[src/rtl/color_event_filter_pkg.sv]
// Shared color codes, event FSM encodings and helpers for the color sensor path.
// The sensor stage and the event filter both import this package.
package color_event_filter_pkg;

   typedef logic [2:0] color_t;

   localparam color_t COLOR_NONE  = 3'd0;
   localparam color_t COLOR_RED   = 3'd1;
   localparam color_t COLOR_GREEN = 3'd2;
   localparam color_t COLOR_BLUE  = 3'd3;

   localparam logic [0:0] EVT_EMPTY   = 1'b0;
   localparam logic [0:0] EVT_PENDING = 1'b1;

   typedef struct packed {
      logic [1:0] color;
      logic [3:0] seq;
   } evt_t;

   // Codes above BLUE are sensor glitches and read as "no color".
   function automatic color_t sanitize_color(input logic [2:0] raw);
      return (raw > COLOR_BLUE) ? COLOR_NONE : color_t'(raw);
   endfunction

endpackage

[src/rtl/color_event_filter_if.sv]
// Valid/ready event channel from the color event filter to its consumer.
interface color_event_filter_if;
   logic       evt_valid;
   logic       evt_ready;
   logic [1:0] evt_color;
   logic [3:0] evt_seq;

   modport master (output evt_valid, output evt_color, output evt_seq, input  evt_ready);
   modport slave  (input  evt_valid, input  evt_color, input  evt_seq, output evt_ready);
endinterface

[src/rtl/color_event_filter_debounce.sv]
// color_debounce: accepts a color once it has been seen unchanged for STABLE_CYCLES
// further samples; qualify_o is a combinational strobe valid on the accepting edge.
module color_debounce
   import color_event_filter_pkg::*;
#(
   parameter int STABLE_CYCLES = 2400
) (
   input  logic   clk,
   input  logic   rst,
   input  color_t color_i,
   output color_t stable_color_o,
   output color_t qual_color_o,
   output logic   qualify_o
);

   localparam logic [11:0] RUN_MAX = 12'(STABLE_CYCLES - 1);

   color_t      sample;
   color_t      cand_q, cand_d;
   color_t      stable_q, stable_d;
   logic [11:0] run_q, run_d;
   logic        qualify;

   always_comb begin
      // NOTE: every combinational output gets a default first so no latch is inferred.
      sample   = sanitize_color(color_i);
      cand_d   = cand_q;
      run_d    = run_q;
      stable_d = stable_q;
      qualify  = 1'b0;
      if (sample != cand_q) begin
         cand_d = sample;
         run_d  = '0;
      end else if (run_q == RUN_MAX) begin
         qualify = (cand_q != stable_q);
      end else begin
         run_d = run_q + 12'd1;
      end
      if (qualify) stable_d = cand_q;
   end

   always_ff @(posedge clk) begin
      // NOTE: reset is synchronous and active-low, so it lives inside the clocked branch.
      if (!rst) begin
         cand_q   <= COLOR_NONE;
         run_q    <= '0;
         stable_q <= COLOR_NONE;
      end else begin
         cand_q   <= cand_d;
         run_q    <= run_d;
         stable_q <= stable_d;
      end
   end

   assign stable_color_o = stable_q;
   assign qual_color_o   = cand_q;
   assign qualify_o      = qualify;

endmodule

[src/rtl/color_event_filter.sv]
// Debounced color event source with a single-entry valid/ready event buffer.
// Define COLOR_EVT_COUNT_EN to add saturating per-color qualification counters.
module color_event_filter
   import color_event_filter_pkg::*;
#(
   parameter int STABLE_CYCLES = 2400
) (
   input  logic                 clk,
   input  logic                 rst,
   input  logic [2:0]           color_in,
   color_event_filter_if.master evt,
   output logic [2:0]           stable_color,
   output logic                 overflow
`ifdef COLOR_EVT_COUNT_EN
   ,
   output logic [7:0]           cnt_red,
   output logic [7:0]           cnt_green,
   output logic [7:0]           cnt_blue
`endif
);

   color_t     qual_color;
   logic       qualify;
   logic       new_evt;
   logic       transfer;
   logic [0:0] state_q, state_d;
   evt_t       evt_q, evt_d;
   logic [3:0] seq_cnt_q, seq_cnt_d;
   logic       overflow_q, overflow_d;

   color_debounce #(.STABLE_CYCLES(STABLE_CYCLES)) u_debounce (
      .clk            (clk),
      .rst            (rst),
      .color_i        (color_in),
      .stable_color_o (stable_color),
      .qual_color_o   (qual_color),
      .qualify_o      (qualify)
   );

   assign new_evt  = qualify && (qual_color != COLOR_NONE);
   assign transfer = (state_q == EVT_PENDING) && evt.evt_ready;

   always_comb begin
      state_d    = state_q;
      evt_d      = evt_q;
      overflow_d = overflow_q;
      seq_cnt_d  = transfer ? seq_cnt_q + 4'd1 : seq_cnt_q;
      if (transfer) state_d = EVT_EMPTY;
      // A slot freed on this edge can take the new event with the advanced sequence.
      if (new_evt) begin
         if ((state_q == EVT_EMPTY) || transfer) begin
            state_d     = EVT_PENDING;
            evt_d.color = qual_color[1:0];
            evt_d.seq   = seq_cnt_d;
         end else begin
            overflow_d = 1'b1;
         end
      end
   end

   always_ff @(posedge clk) begin
      if (!rst) begin
         state_q    <= EVT_EMPTY;
         evt_q      <= '0;
         seq_cnt_q  <= '0;
         overflow_q <= 1'b0;
      end else begin
         state_q    <= state_d;
         evt_q      <= evt_d;
         seq_cnt_q  <= seq_cnt_d;
         overflow_q <= overflow_d;
      end
   end

   assign evt.evt_valid = (state_q == EVT_PENDING);
   assign evt.evt_color = evt_q.color;
   assign evt.evt_seq   = evt_q.seq;
   assign overflow      = overflow_q;

`ifdef COLOR_EVT_COUNT_EN
   logic [7:0] cnt_red_q, cnt_green_q, cnt_blue_q;

   // Dropped events still count: these track qualifications, not deliveries.
   always_ff @(posedge clk) begin
      if (!rst) begin
         cnt_red_q   <= '0;
         cnt_green_q <= '0;
         cnt_blue_q  <= '0;
      end else if (new_evt) begin
         case (qual_color)
            COLOR_RED:   if (cnt_red_q   != 8'hFF) cnt_red_q   <= cnt_red_q   + 8'd1;
            COLOR_GREEN: if (cnt_green_q != 8'hFF) cnt_green_q <= cnt_green_q + 8'd1;
            COLOR_BLUE:  if (cnt_blue_q  != 8'hFF) cnt_blue_q  <= cnt_blue_q  + 8'd1;
            default: ;
         endcase
      end
   end

   assign cnt_red   = cnt_red_q;
   assign cnt_green = cnt_green_q;
   assign cnt_blue  = cnt_blue_q;
`endif

endmodule

[src/flat_wrapper.sv]
// flat-port wrapper written by rule: the top's interface ports become plain ports
module color_event_filter_flat import color_event_filter_pkg::*;
#(
   parameter int STABLE_CYCLES = 2400
)
  (clk, rst, color_in, stable_color, overflow, evt_evt_valid, evt_evt_color, evt_evt_seq, evt_evt_ready);
  color_event_filter_if evt_i ();
  input  logic clk;
  input  logic rst;
  input  logic [2:0] color_in;
  output logic [2:0] stable_color;
  output logic overflow;
  output wire logic [$bits(evt_i.evt_valid)-1:0] evt_evt_valid;
  output wire logic [$bits(evt_i.evt_color)-1:0] evt_evt_color;
  output wire logic [$bits(evt_i.evt_seq)-1:0] evt_evt_seq;
  input wire logic [$bits(evt_i.evt_ready)-1:0] evt_evt_ready;
  assign evt_evt_valid = evt_i.evt_valid;
  assign evt_evt_color = evt_i.evt_color;
  assign evt_evt_seq = evt_i.evt_seq;
  assign evt_i.evt_ready = evt_evt_ready;
  color_event_filter #(.STABLE_CYCLES(STABLE_CYCLES)) u_core (.clk(clk), .rst(rst), .color_in(color_in), .evt(evt_i), .stable_color(stable_color), .overflow(overflow));
endmodule
[config.mk]
export PLATFORM = sky130hd
export DESIGN_NAME = color_event_filter_flat
export DESIGN_NICKNAME = d
export VERILOG_FILES = /design/src/rtl/color_event_filter_pkg.sv /design/src/rtl/color_event_filter_if.sv /design/src/rtl/color_event_filter_debounce.sv /design/src/rtl/color_event_filter.sv /design/src/flat_wrapper.sv
export SDC_FILE = /design/constraint.sdc
export NUM_CORES = 1
export LEC_CHECK = 0
export ABC_AREA = 1
export BUFFER_PORTS_ARGS = -buffer_cell sky130_fd_sc_hd__buf_4
export CORE_ASPECT_RATIO = 1.4
export CORE_UTILIZATION = 35
export DETAILED_ROUTE_END_ITERATION = 8
export PLACE_DENSITY = 0.58
export SLEW_MARGIN = 20
export SYNTH_ARGS = -nofsm -noshare
export SYNTH_HDL_FRONTEND = slang
export SYNTH_SLANG_ARGS = --single-unit
[constraint.sdc]
create_clock -name clk -period 4.29 [get_ports clk]
set_clock_uncertainty 0.15 [all_clocks]
set_input_delay 0.6435 -clock clk [delete_from_list [all_inputs] [get_ports clk]]
set_output_delay 0.6435 -clock clk [all_outputs]
set_load 0.1 [all_outputs]
After elaboration in Yosys (flattened, before gate mapping)

Cells that the tools add are included.

Add/subtract/negate cells: 2
Multipliers: 0
Divide/modulo/power cells: 0
Order comparisons: 1
Equal/unequal tests: 3
Shift-type cells: 0
Mux-type cells: 7
Bitwise logic cells: 3
Reductions and logical operators: 7

Operators with widths:

| kind                                                           | count |
|---|---|
| adder 12 x 1 -> 12 bit (second input constant)                 | 1 |
| == test 12 bit (second input constant)                         | 1 |
| != test 3 bit                                                  | 2 |
| two-way mux 1 bit                                              | 5 |
| adder 4 x 1 -> 4 bit (second input constant)                   | 1 |
| two-way mux 4 bit                                              | 1 |
| AND reduction 2 bit                                            | 2 |
| greater-than comparator 3 x 2 -> 1 bit (second input constant) | 1 |
| two-way mux 3 bit                                              | 1 |
| NOT 1 bit                                                      | 3 |
| nonzero test 3 bit                                             | 1 |
| logical AND 1 bit                                              | 2 |
| OR reduction 2 bit                                             | 1 |
| logical OR 1 bit                                               | 1 |

Flip-flop bits (word level): 30
Latch bits: 0
Memory bits (writable): 0
ROM bits: 0
Logic and storage cells: 31
Memories: 0

Longest topological paths before layout

Gate-level depths: netlist of the first run.

Depth in word-level cells: 6
Depth in mapped cells: 10
Mapped depth without buffers: 10

Cells and area by module

Synthesis of the first run repeated with hierarchy kept, for this count alone.

Cell total of the unflattened synthesis: 217
Area, all modules: 1540.2 µm²

Modules (own cells, without submodules):

| module             | instances | cells an instance | area each (µm²) | seq. area each (µm²) |
|---|---|---|---|---|
| color_debounce     | 1         | 144               | 1009.7          | 360.3 |
| color_event_filter | 1         | 73                | 530.5           | 240.2 |

Worst setup path after synthesis of the first run

No wires, ideal clock.

Path type: register to register
Start point: reg u_core.u_debounce.stable_q[1] (netlist: u_core.u_debounce.stable_color_o[1])
End point: reg u_core.u_debounce.stable_q[1] (netlist: u_core.u_debounce.stable_color_o[1])
Setup time: 72 ps
Arrival time: 1777 ps
Data required time: 4068 ps
Slack: 2291 ps
Cell stages (with the launch flop): 9
Clock period less this slack: 1999 ps
Cell sequence: dfxtp_1 nand2_1 nand2_1 nand2_1 nor2_1 nor2_4 nand2_1 nand2_1 a21oi_1

Cells in the longest elaborated chain, start to end: 3

RTL lines:

| element                | line                              | text |
|---|---|---|
| from (decl)            | color_event_filter_debounce.sv:20 | `color_t stable_q, stable_d;` |
| from (signal assigned) | color_event_filter_debounce.sv:51 | `stable_q <= stable_d;` |
| != test 3 bit          | color_event_filter_debounce.sv:35 | `qualify = (cand_q != stable_q);` |
| two-way mux 1 bit      | color_event_filter_debounce.sv:34 | `end else if (run_q == RUN_MAX) begin` |
| two-way mux 1 bit      | color_event_filter_debounce.sv:31 | `if (sample != cand_q) begin` |

No other way between the ends.
A chain may end at the register's enable or synchronous reset.

Final worst setup path of the first run

Start point: reg u_core.u_debounce.run_q[0]
End point: reg u_core.evt_q (netlist bit u_core.evt.evt_seq[2])

Cells in the longest elaborated chain, start to end: 5

RTL lines:

| element                              | line                              | text |
|---|---|---|
| from (decl)                          | color_event_filter_debounce.sv:21 | `logic [11:0] run_q, run_d;` |
| from (signal assigned)               | color_event_filter_debounce.sv:50 | `run_q <= run_d;` |
| == test 12 bit                       | color_event_filter_debounce.sv:34 |  |
| two-way mux 1 bit                    | color_event_filter_debounce.sv:34 |  |
| two-way mux 1 bit                    | color_event_filter_debounce.sv:31 |  |
| logical AND 1 bit                    | color_event_filter.sv:40          | `assign new_evt = qualify && (qual_color != COLOR_NONE);` |
| AND reduction 2 bit (no source line) | --                                |  |
| to (signal assigned)                 | color_event_filter.sv:69          | `evt_q <= evt_d;` |
| to (decl)                            | color_event_filter.sv:27          | `evt_t evt_q, evt_d;` |

No other way between the ends.

==> metrics, run 1 <==
clk buf depth=2; gpl congestion=0.778; Initial Util=37.3%; Tcrit/Tclk final=42.5%; hold crit path type=reg2reg; Syn-to-layout area delta=17.5%; I/O Pins=17; die area=4510 um2; warnings from Yosys=0; Post-route DRC=0; RSZ-0062 raised after global routing=no; DR pass1 iterations=4; maximum vdd drop=0.145 mV; top cells by area, synth=dfxtp_1, nand2_1, inv_1; total grt overflow=0; Routed WL=2890 um; layout cell share with drive strength beyond 1=17.5%; Post-CTS Setup Bufs=0; first-pass GRT wire length=5130 um; die height=79.1 um; Routed WL per cell=10.4 um; status=completed; pins over their slew limit=0; # placed instances=269; clock latency on the worst-skew pair=0.28 ns; CTS root buf=clkbuf_8; Via density=4.60; Cells after Synth=211; Final setup viols=0; max_cap viols=0; register area share after synthesis=40.4%; hold-fix buffers at CTS=0; Mean Syn Cell Area=7.04 um2; startpoint types=register; PortBufs=16; crit-path most repeated cell=nor2_1; final non-filler cell total=277; reg2reg path depth=8; setup TNS=0 ns; Reg clk slew, reported paths=0.06 ns; vias in the first global route=1202; TritonCTS clock tree=yes; fin util=43.8%; CP Capture Type=register; WS Path Type=reg2reg; initial antenna violation count=0; fmax=0.548 GHz; Tmin final=1.82 ns; WP data arrival=1.85 ns; DP HPWL=2200 um; Iter 0 DRT Violations=47; Sink Count=30; pwr dens=312 nW/um2; CP max stage delay=0.37 ns; count of different cell masters after synthesis=29; CP cell instances=ha_1 > nand3_1 > inv_2 > nand3_1 > nor2_1 > nand4_1 > nor2_1 > nor2_1; Post-Syn Area=1490 um2; final hold vios=0; Synth top area share=40.4%; largest net degree at the start of global routing=11; vias=1275; crit path max fanout=4; num rows=27; H-tree levels=2; Inserted Clock Buffers=5; syn_nets=219; Hold Crit Depth=2; # resized after CTS=0; Antenna Violating Nets Remaining=0; core area=3990 um2; most common cell after layout, fill and taps aside=nand2_1; slowest CP cell=dfxtp_1; Synth Register Bits=30; leakage power total=0.768 nW; total track usage=15.0%; most frequent cells in the layout=nand2_1, inv_1, dfxtp_1, nor2_1, buf_4; nets@finish=241; diodes inserted=0; die width=57.1 um; post-synth top area cell=dfxtp_1; CP Data Required Time=4.32 ns
power by group:
| group | leakage, nW | internal [mW] | switching, mW |
|---|---|---|---|
| clock network | 0.0482 | 0.129 | 0.105 |
| registers | 0.242 | 0.280 | 0.00277 |
| logic | 0.477 | 0.00943 | 0.0175 |
worst max-delay path, delay by kind of cell (launching register included):
kind / cells / cell delay (ns)
fa+ha+maj: 1 / 0.20
buf+inv: 1 / 0.14
flops: 1 / 0.37
simple gates: 6 / 0.85
through the flow:
step                      hold slack [ns]  total power, mW  worst slack (ns)  cell area [um2]
after global placement              0.293            0.317              2.38             1650
final                               0.305            0.544              2.47             1750
after floorplan                     0.302            0.308              2.29             1490
after detailed placement            0.290            0.316              2.38             1650
after CTS                           0.309            0.554              2.44             1750
after global routing                0.355            0.569              2.28             1750
state kept, by name (all words and copies together), names as in the netlist:
register / flops
u_core.seq_cnt_q: 4
u_core.overflow: 1
u_core.evt.evt_seq: 4
u_core.evt.evt_color: 2
u_core.evt.evt_valid: 1
u_core.u_debounce.stable_color_o: 3
u_core.u_debounce.qual_color_o: 3
u_core.u_debounce.run_q: 12
logic make-up (layout without fill, tap and decap cells):
family,Yosys count,in the layout,share of synthesized area (%)
XOR/XNOR,9,9,5.31
buffers and inverters,39,62,9.94
flip-flops,30,30,40.4
AND/OR/NAND/NOR,112,112,35.9
other,1,1,0.252
adder cells (fa/ha/maj),2,2,1.68
AO/OA/AOI/OAI,18,18,6.49
path summary, 6_finish.rpt:
kind / to / slack [ns] / startpoint
worst max register to register: u_core.evt.evt_seq[2]$_SDFFE_PN0P_ / 2.47 / u_core.u_debounce.run_q[0]$_SDFFE_PP0P_
worst max-delay path: u_core.evt.evt_seq[2]$_SDFFE_PN0P_ / 2.47 / u_core.u_debounce.run_q[0]$_SDFFE_PP0P_
worst min register to register: u_core.overflow$_SDFFE_PN0P_ / 0.31 / u_core.overflow$_SDFFE_PN0P_
worst min-delay path: u_core.overflow$_SDFFE_PN0P_ / 0.31 / u_core.overflow$_SDFFE_PN0P_
per-layer routing:
layer / vias up / routed length (um) / track usage [%]
met5: - / 0 / 0
met4: 0 / 74 / 10.5
met3: 7 / 82 / 4.23
met2: 15 / 1410 / 24.9
met1: 561 / 1320 / 16.1
li1: 692 / - / -
layout make-up:
class | count | area, um2
Fill cell | 426 | 2240
Timing Repair Buffer | 16 | 120
Inverter | 38 | 143
Clock buffer | 7 | 86.3
Tap cell | 43 | 53.8
Multi-Input combinational cell | 142 | 737
Sequential cell | 30 | 601
Clock inverter | 1 | 5.00
synthesized netlist by cell type, drive strengths merged:
master	instances
xor2	5
o21ai	6
a21oi	8
and2	1
nand4	5
nor4	1
inv	37
o21a	1
dfxtp	30
nand3	13
clkinv	1
nor2	33
buf	1
conb	1
ha	2
nor3	3
a31oi	3
nand2	56
xnor2	4
(Power assumes the default switching activity.)
==> run 2, diff against run 1 <==
PLACE_DENSITY = 0.6   (was 0.58)
clock period = 1.65 ns   (was 4.29 ns; I/O delays follow)
==> run 2 against run 1 <==
Cell count up 2.9%. Fmax up 18%. Die area unchanged. Total power rose to 2.5 times the previous value. Cell area is 6.5% higher. Clock power increased by 150%. Non-clock buffer count increased by 10. Count of clock-buffer cells in the layout shrank 1. Flip-flop and latch count unchanged. Hold slack got worse by 0.21 ns. Largest cell class unchanged. Largest power group unchanged. Highest routed layer unchanged.
==> metrics, run 2 (synthesis gave the netlist of run 1 again) <==
Antenna Violating Nets Remaining=0 (unchanged); fin util=46.6% (was 43.8%); Routed WL=3040 um (was 2890 um); vias in the first global route=1257 (was 1202); TritonCTS clock tree=yes (unchanged); first-pass GRT wire length=5400 um (was 5130 um); CP Capture Type=register (unchanged); H-tree levels=2 (unchanged); fin area=1860 um2 (was 1750 um2); pins over their slew limit=0 (unchanged); total track usage=15.6% (was 15.0%); Sequential Power Share=53.0% (was 52.0%); DR pass1 iterations=4 (unchanged); Sink Count=30 (unchanged); Tcrit/Tclk final=94.0% (was 42.5%); RSZ-0062 raised after global routing=yes (was no); maximum vdd drop=0.548 mV (was 0.145 mV); Total Power=1.39 mW (was 0.544 mW); Post-DP Area=1730 um2 (was 1650 um2); CTS root buf=clkbuf_8 (unchanged); reg2reg path depth=9 (was 8); clock latency on the worst-skew pair=0.28 ns (about the same); worst r2r src=u_core.u_debounce.run_q[0]$_SDFFE_PP0P_ (unchanged); largest net degree at the start of global routing=11 (unchanged); most common cell after layout, fill and taps aside=nand2_1 (unchanged); Via density=4.63 (was 4.60); Inserted Clock Buffers=5 (unchanged); hold-fix buffers at CTS=0 (unchanged); hold_sp=color_in[0] (was u_core.overflow$_SDFFE_PN0P_); leakage power total=0.817 nW (was 0.768 nW); layout cell share with drive strength beyond 1=27.3% (was 17.5%); status=completed (unchanged); die width=57.1 um (unchanged); final non-filler cell total=285 (was 277); pwr dens=745 nW/um2 (was 312 nW/um2); Initial Util=37.3% (unchanged); Gate power share=5.5% (was 5.0%); WP data arrival=1.58 ns (was 1.85 ns); Routed WL per cell=10.7 um (was 10.4 um); nets@finish=251 (was 241); hold crit path type=in2reg (was reg2reg); Syn-to-layout area delta=25.2% (was 17.5%); die height=79.1 um (unchanged); I/O Pins=17 (unchanged); # placed instances=278 (was 269); fmax=0.645 GHz (was 0.548 GHz); diodes inserted=0 (unchanged); Reg clk slew, reported paths=0.06 ns (about the same); vias=1320 (was 1275); Iter 0 DRT Violations=22 (was 47); clock share of power=41.5% (was 43.0%); WS Path Type=reg2reg (unchanged); core area=3990 um2 (unchanged); initial antenna violation count=0 (unchanged); most frequent cells in the layout=nand2_1, inv_1, buf_4, nor2_1, dfxtp_1 (was nand2_1, inv_1, dfxtp_1, nor2_1, buf_4); DP HPWL=2270 um (was 2200 um); final hold vios=0 (unchanged); total grt overflow=0 (unchanged); Min-Delay Endpoint=u_core.u_debounce.qual_color_o[0]$_SDFFE_PN0P_ (was u_core.overflow$_SDFFE_PN0P_); Largest Register=u_core.u_debounce.run_q (unchanged); Final setup viols=0 (unchanged); Critical R2R Capture=u_core.u_debounce.run_q[10]$_SDFFE_PP0P_ (was u_core.evt.evt_seq[2]$_SDFFE_PN0P_); r2r setup slk=0.1 ns (was 2.47 ns); max reg flops=12 (unchanged); gpl congestion=0.788 (was 0.778); crit path max fanout=3 (was 4); die area=4510 um2 (unchanged); switching share of power=22.4% (was 23.0%); num rows=27 (unchanged); Hold Crit Depth=3 (was 2); P_sw=0.310 mW (was 0.125 mW); CP Data Required Time=1.68 ns (was 4.32 ns); clk buf depth=2 (unchanged); PortBufs=16 (unchanged); P_int=1.08 mW (was 0.419 mW); max_cap viols=0 (unchanged); Post-route DRC=0 (unchanged); Tmin final=1.55 ns (was 1.82 ns); startpoint types=register (unchanged)
-- run 2: stage by stage --
step           TNS, ns  hold WS, ns  setup WS [ns]
6_report             0       0.0999         0.0995
2_1_floorplan        0        0.260         0.0121
4_1_cts              0        0.100         0.0415
3_5_place_dp         0        0.300         0.0631
3_3_place_gp         0        0.291         0.0948
5_1_grt        -0.0175        0.123        -0.0106
-- run 2: timing repair --
item / CTS / global route
setup buffers: 0 / 1
setup endpoints to repair: 0 / 12
resized for setup: 0 / 15
-- run 2: layout make-up --
class,instances,area [um2]
fillers,422,2130
flip-flops and latches,30,613
multi-input cells,142,769
clock buffers,6,82.6
well taps,43,53.8
repair buffers,26,195
inverters,38,145
-- run 2: routing by layer --
metal / share of wire [%] / vias up / wire length [um] / global-route usage (%)
met5: 0 / - / 0 / 0
met4: 2.0 / 0 / 61 / 8.05
met3: 2.6 / 6 / 78 / 3.91
met2: 51 / 17 / 1560 / 27.5
met1: 44 / 585 / 1340 / 16.9
li1: - / 712 / - / -
-- run 2: critical path, stage by stage (launching register included) --
cell	delay, ns
dfxtp_2	0.33
ha_2	0.18
nand3_2	0.10
buf_4	0.16
nor3_2	0.12
nand3_1	0.13
nor2_1	0.10
nand2_1	0.05
nand4_1	0.08
inv_1	0.04
-- run 2: how the worst max path moves through the flow --
| stage | startpoint | endpoint | depth (start not counted) |
|---|---|---|---|
| detailed placement | u_core.u_debounce.run_q[0]$_SDFFE_PP0P_ | u_core.evt.evt_seq[2]$_SDFFE_PN0P_ | 8 |
| global placement | u_core.u_debounce.run_q[0]$_SDFFE_PP0P_ | u_core.evt.evt_color[1]$_SDFFE_PN0P_ | 8 |
| global route | u_core.u_debounce.run_q[0]$_SDFFE_PP0P_ | u_core.u_debounce.run_q[10]$_SDFFE_PP0P_ | 9 |
| CTS | u_core.u_debounce.run_q[0]$_SDFFE_PP0P_ | u_core.evt.evt_seq[2]$_SDFFE_PN0P_ | 8 |
| finish | u_core.u_debounce.run_q[0]$_SDFFE_PP0P_ | u_core.u_debounce.run_q[10]$_SDFFE_PP0P_ | 9 |
| floorplan | u_core.u_debounce.stable_color_o[0]$_SDFFE_PN0P_ | u_core.evt.evt_seq[3]$_SDFFE_PN0P_ | 9 |
-- run 2: power by group through the flow --
stage               Combinational, mW  Sequential [mW]  Clock (mW)
finish                         0.0761            0.735       0.575
global route                   0.0857            0.735       0.635
CTS                            0.0743            0.734       0.594
detailed placement             0.0733            0.750           0
global placement               0.0736            0.750           0
floorplan                      0.0496            0.749           0
==> run 3, diff against run 2 <==
ABC_AREA = unset   (was 1)
PLACE_DENSITY = 0.61   (was 0.6)
SYNTH_HIERARCHICAL = 1   (was unset)
==> run 3 against run 2 <==
The flow now finishes with violations (setup timing). Flip-flop and latch count unchanged. Total power fell by 1.6%. Worst setup slack worse by 0.42 ns. Register-to-register slack worse by 0.42 ns. Clock power decreased by 7.3%. Count of clock-buffer cells in the layout down 1. Hold slack worse by 0.024 ns. Cell count shrank 12%.
==> metrics, run 3 <==
failing checks=setup timing; Tcrit/Tclk final=119% (was 94.0%); post-synth top area cell=dfxtp_1 (unchanged); slowest CP cell=dfxtp_2 (unchanged); CP Capture Type=register (unchanged); H-tree levels=2 (unchanged); Reg clk slew, reported paths=0.06 ns (about the same); leading cell types by count after synthesis=dfxtp_1, nor2_1, a21oi_1 (was nand2_1, dfxtp_1, inv_1); most frequent cells in the layout=buf_4, nor2_1, dfxtp_1, xor2_1, a21oi_1 (was nand2_1, inv_1, buf_4, nor2_1, dfxtp_1); Iter 0 DRT Violations=38 (was 22); max_cap viols=0 (unchanged); warnings from Yosys=6 (was 0); Inserted Clock Buffers=5 (unchanged); total grt overflow=0 (unchanged); final non-filler cell total=252 (was 285); syn_nets=158 (was 219); Antenna Violating Nets Remaining=0 (unchanged); Tmin final=1.97 ns (was 1.55 ns); crit path max fanout=4 (was 3); vias in the first global route=1289 (was 1257); nets@finish=218 (was 251); Largest Register=u_core/u_debounce/run_q (was u_core.u_debounce.run_q); setup ws final=-0.316 ns (was 0.0995 ns); Syn-to-layout area delta=53.6% (was 25.2%); DP HPWL=2350 um (was 2270 um); num rows=26 (was 27); clock latency on the worst-skew pair=0.28 ns (about the same); CP max stage delay=0.36 ns (was 0.33 ns); CP top delay family=compound AO/OA/AOI/OAI gates (was simple AND/OR/NAND/NOR gates); # placed instances=235 (was 278); largest net degree at the start of global routing=13 (was 11); leakage power total=0.828 nW (was 0.817 nW); vias=1337 (was 1320); main combinational cell family by area after synthesis=simple AND/OR/NAND/NOR gates (unchanged); total track usage=18.0% (was 15.6%); diodes inserted=0 (unchanged); WS Path Type=reg2reg (unchanged); Sink Count=30 (unchanged); worst relative slew slack=66.6%; maximum vdd drop=0.767 mV (was 0.548 mV); die area=4100 um2 (was 4510 um2); Post-DP Area=1740 um2 (was 1730 um2); DR pass1 iterations=5 (was 4); Async SR Flop Fraction=0% (unchanged); core area=3680 um2 (was 3990 um2); simple-gate share of the synthesized area=27.3% (was 35.9%); register area share after synthesis=44.6% (was 40.4%); Via density=5.31 (was 4.63); CTS root buf=clkbuf_8 (unchanged); pins over their slew limit=0 (unchanged); Mean Syn Cell Area=8.98 um2 (was 7.04 um2); layout cell share with drive strength beyond 1=46.7% (was 27.3%); count leader, synth=dfxtp_1 (was nand2_1); post-synthesis compound-gate area fraction=12.6% (was 6.49%); count of different cell masters after synthesis=40 (was 29); Final setup viols=11 (was 0); Post-Syn Area=1350 um2 (was 1490 um2); Buf+Inv Stages, Crit Path=0 (was 2); WP data arrival=1.99 ns (was 1.58 ns); Post-Synth Adder-Cell Area=1.86% (was 1.68%); CP Data Required Time=1.68 ns (about the same); gpl congestion=0.795 (was 0.788); Routed WL=3530 um (was 3040 um); Synth Register Bits=30 (unchanged); die height=75.4 um (was 79.1 um); Synth top area share=44.6% (was 40.4%); final hold vios=0 (unchanged); most common cell after layout, fill and taps aside=buf_4 (was nand2_1); xor/xnor share of the synthesized area=9.76% (was 5.31%); EDFF count, synth=0 (unchanged); TritonCTS clock tree=yes (unchanged); Post-route DRC=0 (unchanged); die width=54.4 um (was 57.1 um); Routed WL per cell=14.0 um (was 10.7 um); status=finished, violations left (was completed); fin area=2070 um2 (was 1860 um2); clk buf depth=2 (unchanged); I/O Pins=17 (unchanged); Hold Slack=0.0763 ns (was 0.0999 ns); RSZ-0062 raised after global routing=yes (unchanged); hold crit path type=in2reg (unchanged); fmax=0.509 GHz (was 0.645 GHz); max reg flops=12 (unchanged); setup TNS=-2.37 ns (was 0 ns); first-pass GRT wire length=5310 um (was 5400 um); Cells after Synth=150 (was 211); initial antenna violation count=0 (unchanged); startpoint types=register (unchanged); Main synth FF type=dfxtp_1 (unchanged); CP cell instances=and4bb_2 > a31oi_1 > o21a_1 > nor4b_4 > o31a_1 > a21oi_1 > a311oi_1 (was ha_2 > nand3_2 > buf_4 > nor3_2 > nand3_1 > nor2_1 > nand2_1 > nand4_1 > inv_1); mux share of post-synthesis cell area=1.49% (was 0%); PortBufs=16 (unchanged); top cells by area, synth=dfxtp_1, xor2_1, nor2_1 (was dfxtp_1, nand2_1, inv_1); Initial Util=36.6% (was 37.3%); Worst Tran Pin Value=0.500 ns; pwr dens=659 nW/um2 (was 745 nW/um2)
## run 3: changes by cell type in the layout (fill, tap and decap cells not counted), sizes merged, moves of 4 or more
cell / delta
nand2: -47
inv: -35
buf: +30
nor2: -10
xor2: +5
a21oi: +4
nand3: -4
## run 3: cell families after synthesis
family / Yosys count
other cells: 1
simple gates: 67
flops: 30
compound gates: 28
buf+inv: 5
xor+xnor: 15
fa+ha+maj: 2
mux: 2
## run 3: path summary, 6_finish.rpt
path,from,to,slack [ns],cells past startpoint
setup / recovery,u_core/u_debounce/qual_color_o[1]$_SDFFE_PN0P_,u_core/evt.evt_seq[3]$_SDFFE_PN0P_,-0.32,7
hold / removal,rst,u_core/u_debounce/stable_color_o[2]$_SDFFE_PN0P_,0.08,3
setup reg to reg,u_core/u_debounce/qual_color_o[1]$_SDFFE_PN0P_,u_core/evt.evt_seq[3]$_SDFFE_PN0P_,-0.32,7
hold reg to reg,u_core/overflow$_SDFFE_PN0P_,u_core/overflow$_SDFFE_PN0P_,0.33,2
## run 3: worst register-to-register path: stages, from the launching register on
cell	delay [ns]
dfxtp_2	0.36
and4bb_2	0.25
a31oi_1	0.05
o21a_1	0.22
nor4b_4	0.28
o31a_1	0.25
a21oi_1	0.08
a311oi_1	0.24
## run 3: per-layer routing
layer / routed length (um) / GRT usage (%) / vias to the layer above
li1: - / - / 651
met1: 1290 / 18.5 / 640
met2: 2000 / 32.5 / 35
met3: 132 / 4.39 / 11
met4: 105 / 9.69 / 0
met5: 0 / 0 / -
## run 3: cell type report
class                      instances  area [um2]
fill                             343        1610
timing repair buffer              56         454
tap                               42        52.6
inverter                           2        7.51
multi-input combinational        115         856
clock inverter                     2        10.0
sequential                        30         619
clock buffer                       5        68.8
## run 3: through the flow
| stage | power [mW] | setup slack (ns) | util [%] |
|---|---|---|---|
| 6_report | 1.36 | -0.316 | 56.3 |
| 4_1_cts | 1.37 | -0.285 | 52.4 |
| 3_5_place_dp | 0.823 | -0.436 | 47.4 |
| 2_1_floorplan | 0.781 | -0.360 | - |
| 3_3_place_gp | 0.820 | -0.395 | 47.4 |
| 5_1_grt | 1.42 | -0.445 | 56.3 |
## run 3: where the power goes
group	total (mW)	internal (mW)	switching, mW
clock network	0.533	0.282	0.252
registers	0.730	0.725	0.00432
logic	0.100	0.0466	0.0538
## run 3: what timing repair did
action                                  4_1_cts  5_1_grt
hold buffers                                  0        0
pin swaps                                    10       11
buffers inserted                              5        6
endpoints found under the setup margin       16       20
hold endpoints to repair                      0        0
resized for setup                            15       27
cloned                                        0        1
